## config.mk

```make
export PLATFORM = sky130hd
export DESIGN_NAME = noc_inject_arbiter
export DESIGN_NICKNAME = d
export VERILOG_FILES = /design/src/rtl/noc_inject_arbiter.sv
export SDC_FILE = /design/constraint.sdc
export NUM_CORES = 1
export LEC_CHECK = 0
export ABC_AREA = 1
export CAP_MARGIN = 30
export CORE_MARGIN = 2
export CORE_UTILIZATION = 46
export CTS_BUF_LIST = sky130_fd_sc_hd__clkbuf_4 sky130_fd_sc_hd__clkbuf_8
export DETAILED_ROUTE_END_ITERATION = 6
export PLACE_DENSITY = 0.87
export SYNTH_ARGS = -nofsm -noshare
export SYNTH_HDL_FRONTEND = slang
export SYNTH_SLANG_ARGS = --single-unit
```

## constraint.sdc

```tcl
create_clock -name clock -period 3.7 [get_ports clock]
set_input_delay 0.37 -clock clock [delete_from_list [all_inputs] [get_ports clock]]
set_output_delay 0.37 -clock clock [all_outputs]
set_load 0.1 [all_outputs]
```

## src/rtl/noc_inject_arbiter.sv

```systemverilog
// Round-robin arbiter that lets NumReq requesters share one NoC PE injection port.
// A winner owns the port for a whole PktFlits-flit packet; its VC select is latched at grant time.
module noc_inject_arbiter #(
    parameter int unsigned NumReq    = 4,
    parameter int unsigned DataWidth = 8,
    parameter int unsigned ViChAddr  = 1,
    parameter int unsigned PktFlits  = 4
) (
    input  logic                          clock,
    input  logic                          reset,
    input  logic [NumReq-1:0]             ReqValid,
    input  logic [NumReq*DataWidth-1:0]   ReqData,
    input  logic [NumReq*ViChAddr-1:0]    ReqSel,
    output logic [NumReq-1:0]             ReqReady,
    output logic [DataWidth-1:0]          InpData,
    output logic                          InpEn,
    input  logic                          InpReady,
    output logic [ViChAddr-1:0]           InpSel,
    output logic [NumReq-1:0]             Grant,
    output logic                          PktDone
);

    localparam int unsigned PtrW = (NumReq > 1) ? $clog2(NumReq) : 1;
    localparam int unsigned CntW = 4;

    typedef enum logic {
        IDLE,
        BUSY
    } state_e;

    state_e              state_q, state_d;
    logic [PtrW-1:0]     ptr_q, ptr_d;
    logic [PtrW-1:0]     gidx_q, gidx_d;
    logic [NumReq-1:0]   grant_q, grant_d;
    logic [ViChAddr-1:0] sel_q, sel_d;
    logic [CntW-1:0]     cnt_q, cnt_d;
    logic                done_q, done_d;

    logic                win_found;
    logic [PtrW-1:0]     win_idx;
    logic [ViChAddr-1:0] win_sel;
    logic [DataWidth-1:0] own_data;
    logic                own_valid;
    logic                xfer;
    logic                last_flit;

    // Search upward from ptr_q, wrapping at NumReq; first valid requester wins.
    always_comb begin
        logic [PtrW-1:0] cand;
        win_found = 1'b0;
        win_idx   = '0;
        cand      = '0;
        for (int unsigned k = 0; k < NumReq; k++) begin
            cand = PtrW'((32'(ptr_q) + k) % NumReq);
            if (!win_found && ReqValid[cand]) begin
                win_found = 1'b1;
                win_idx   = cand;
            end
        end
    end

    always_comb begin
        win_sel   = '0;
        own_data  = '0;
        own_valid = 1'b0;
        for (int unsigned k = 0; k < NumReq; k++) begin
            if (win_idx == PtrW'(k)) begin
                win_sel = ReqSel[k*ViChAddr +: ViChAddr];
            end
            if (gidx_q == PtrW'(k)) begin
                own_data  = ReqData[k*DataWidth +: DataWidth];
                own_valid = ReqValid[k];
            end
        end
    end

    assign xfer      = (state_q == BUSY) && own_valid && InpReady;
    assign last_flit = (cnt_q == CntW'(PktFlits - 1));

    // State and datapath registers
    always_ff @(posedge clock) begin
        if (reset) begin
            state_q <= IDLE;
            ptr_q   <= '0;
            gidx_q  <= '0;
            grant_q <= '0;
            sel_q   <= '0;
            cnt_q   <= '0;
            done_q  <= 1'b0;
        end else begin
            state_q <= state_d;
            ptr_q   <= ptr_d;
            gidx_q  <= gidx_d;
            grant_q <= grant_d;
            sel_q   <= sel_d;
            cnt_q   <= cnt_d;
            done_q  <= done_d;
        end
    end

    // Next-state logic
    always_comb begin
        state_d = state_q;
        ptr_d   = ptr_q;
        gidx_d  = gidx_q;
        grant_d = grant_q;
        sel_d   = sel_q;
        cnt_d   = cnt_q;
        done_d  = 1'b0;
        unique case (state_q)
            IDLE: begin
                grant_d = '0;
                if (win_found) begin
                    state_d          = BUSY;
                    grant_d[win_idx] = 1'b1;
                    gidx_d           = win_idx;
                    sel_d            = win_sel;
                    cnt_d            = '0;
                end
            end
            BUSY: begin
                if (xfer) begin
                    cnt_d = cnt_q + CntW'(1);
                    if (last_flit) begin
                        state_d = IDLE;
                        grant_d = '0;
                        done_d  = 1'b1;
                        cnt_d   = '0;
                        ptr_d   = (gidx_q == PtrW'(NumReq - 1)) ? '0 : gidx_q + PtrW'(1);
                    end
                end
            end
            default: state_d = IDLE;
        endcase
    end

    // Output logic
    always_comb begin
        ReqReady = '0;
        InpData  = '0;
        InpEn    = 1'b0;
        if (state_q == BUSY) begin
            InpEn            = own_valid;
            InpData          = own_data;
            ReqReady[gidx_q] = InpReady;
        end
        InpSel  = sel_q;
        Grant   = grant_q;
        PktDone = done_q;
    end

endmodule

```

==> results_dict.tcl <==
set metrics [dict create \
    outcome "finished, final reports clean" \
    min_path_cells 2 \
    yosys.area.top_type "dfxtp_1" \
    top_layer "met4" \
    grt_use_total_pct 22.98 \
    yosysTopAreaCellShare_pct 21.84 \
    cts_inserted_buffers 3 \
    cts.hold.buffers_added 0 \
    antenna_cells 0 \
    port_buffers 61 \
    synth_warnings 0 \
    dieArea_um2 3443 \
    timing.final.crit_share_pct 71.46 \
    synthesis.area_um2 1375 \
    holdPathEnd "Grant[1]$_SDFFE_PP0P_" \
    antenna_found_initial 0 \
    skew_ps 10.44 \
    fin_setup_tns_ps 0 \
    synth_nets 263 \
    htreeDepth 1 \
    routedWlPerCell_um 12.72 \
    rsz0062_at_grt "false" \
    die_h_um 58.68 \
    grt_pass1_wl_um 6223 \
    gp_congestion 0.9093 \
    cp-start-kind "flop" \
    wl_met1_um 1810 \
    r2r_slack_ps 1580 \
    hold_viol 0 \
    path_max_fanout 11 \
    period_needed_ps 2644 \
    start_util_pct 49.02 \
    synth_seq_cells 15 \
    end_kind "primary output" \
    syn_avg_cell_area_um2 6.396 \
    drive_gt1_share_pct 16.61 \
    final_common_cell "clkdlybuf4s50_1" \
    drc 0 \
    cts_max_path_buffers 2 \
    clkLatencyLatePin_ps 290 \
    hpwlAfterDp_um 3084 \
    cts_setup_buffers 0 \
    cts_resized 0 \
    layout_common_cells "48 x clkdlybuf4s50_1, 39 x nand2_1, 28 x o21ai_0" \
    dr.pass1.iters 4 \
    ant_nets 0 \
    core_area_um2 2805 \
    hold_class "reg -> reg" \
    row_count 19 \
    worst_hold_startpoint "Grant[1]$_SDFFE_PP0P_" \
    seq_area_frac_synth_pct 21.84 \
    power_density_nw_per_um2 302.8 \
    clk_pin_slew_ps 90 \
    slew_headroom_pct 35.30 \
    wl_um 3840 \
    die_x_um 58.68 \
    rr_endpoint "ptr_q[0]$_SDFFE_PP0P_" \
    power.leakage_uw 0.0008585 \
    drtIter0Drc 81 \
    grt.overflow.total 0 \
    crit_type "reg -> out" \
    crit_required_ps 3330 \
    crit_arrival_ps 2270 \
    worst-slew-pin-transition_ps 967.5 \
    nets 320 \
    grt_pass1_vias 1436 \
    cts_root_buf "clkbuf_4" \
    ir_drop_v 0.0002543 \
    wl_met3_um 131 \
    holdWs_ps 489.6 \
    area.growth.synth_to_final_pct 43.13 \
    cts_tree "built" \
    clock.fmax_mhz 378.2 \
    routed_via_density 5.381 \
    max-cap-violations 0 \
    grt_max_degree 20 \
    boundaryPins 62 \
    synthCells 215 \
    setup_violations 0 \
    drv_slew 0 \
    timing.rr.start "gidx_q[1]$_SDFFE_PP0P_" \
    post_synth_num_cell_types 32 \
    clock-sinks 15 \
    reg2regPathDepth 9 \
    vias 1625 \
    dr_wl_met2_um 1882 \
    synth_area_leaders "dfxtp_1 22%, nand2_1 11%, o21ai_0 10%, a21oi_1 9.8%, nand3_1 6.9%" \
]
## where the power goes
part	internal (uW)	switching [uW]	leakage, uW
Sequential	168	8.74	0.000122
Clock	40.3	53.6	0.0000177
Combinational	102	223	0.000718
## synthesized netlist by cell type (all sizes together)
| cell type | number |
|---|---|
| nand2 | 50 |
| a21oi | 30 |
| o21ai | 30 |
| nor2 | 24 |
| nand3 | 22 |
| inv | 16 |
| dfxtp | 15 |
| buf | 5 |
| ha | 5 |
| clkbuf | 4 |
| nand4 | 4 |
| nor3b | 2 |
| o211ai | 2 |
| a211oi | 1 |
| clkinv | 1 |
| nand3b | 1 |
| nor3 | 1 |
| o21a | 1 |
| xor2 | 1 |
## state kept, by name, indices dropped and copies added, names as in the netlist
register  cells
cnt_q         4
ptr_q         2
Grant         4
state_q       1
gidx_q        2
PktDone       1
InpSel        1
## how the worst max path moves through the flow
stage	from	to	slack, ps	depth (start not counted)
6_report	gidx_q[1]$_SDFFE_PP0P_	InpEn	1060	9
2_1_floorplan	gidx_q[1]$_SDFFE_PP0P_	InpData[0]	650	9
3_5_place_dp	gidx_q[1]$_SDFFE_PP0P_	InpEn	1400	9
3_3_place_gp	ReqValid[0]	InpEn	1420	8
5_1_grt	gidx_q[1]$_SDFFE_PP0P_	InpEn	850	9
4_1_cts	gidx_q[1]$_SDFFE_PP0P_	InpEn	1070	9
## cells by family after synthesis
logic type / after synthesis / share of synthesized area [%]
AOI/OAI and AO/OA: 64 / 25.84
xor gates and xnor gates: 1 / 0.6371
adders and majority gates: 5 / 4.550
buffers and inverters: 26 / 8.370
DFF: 15 / 21.84
and+or+nand+nor: 104 / 38.76
## area by class of cell
cell class / instances / area [um2]
fillers: 262 / 837.1
flip-flops and latches: 15 / 300.3
well taps: 31 / 38.79
multi-input cells: 174 / 959.7
inverters: 17 / 63.81
repair buffers: 61 / 578.1
clock buffers: 3 / 22.52
clock inverters: 1 / 5.005
## worst max-delay path: stages (launching register included)
cell and delay (ps):
dfxtp_1 350, inv_1 80, ha_1 330, inv_1 240, o21ai_0 160, o211ai_2 120
o211ai_2 140, nand2_1 80, nor2_1 150, buf_4 320
## per-layer routing
metal	vias to the layer above	track usage, %
met3	3	3.956
met1	746	31.49
met4	0	4.545
li1	841	-
met2	35	38.20
met5	-	0
## stage by stage
stage               total power (uW)  worst slack (ps)  cells  util (%)  area (um2)
floorplan                      409.5             649.7    215         -        1375
global placement               500.3              1419    298     69.18        1941
detailed placement             503.9              1405    298     69.18        1941
CTS                            599.4              1067    302     70.16        1968
global route                   627.3             848.5    302     70.16        1968
finish                         595.9              1056    302     70.16        1968
No activity file was read; power rests on OpenSTA's default activity.
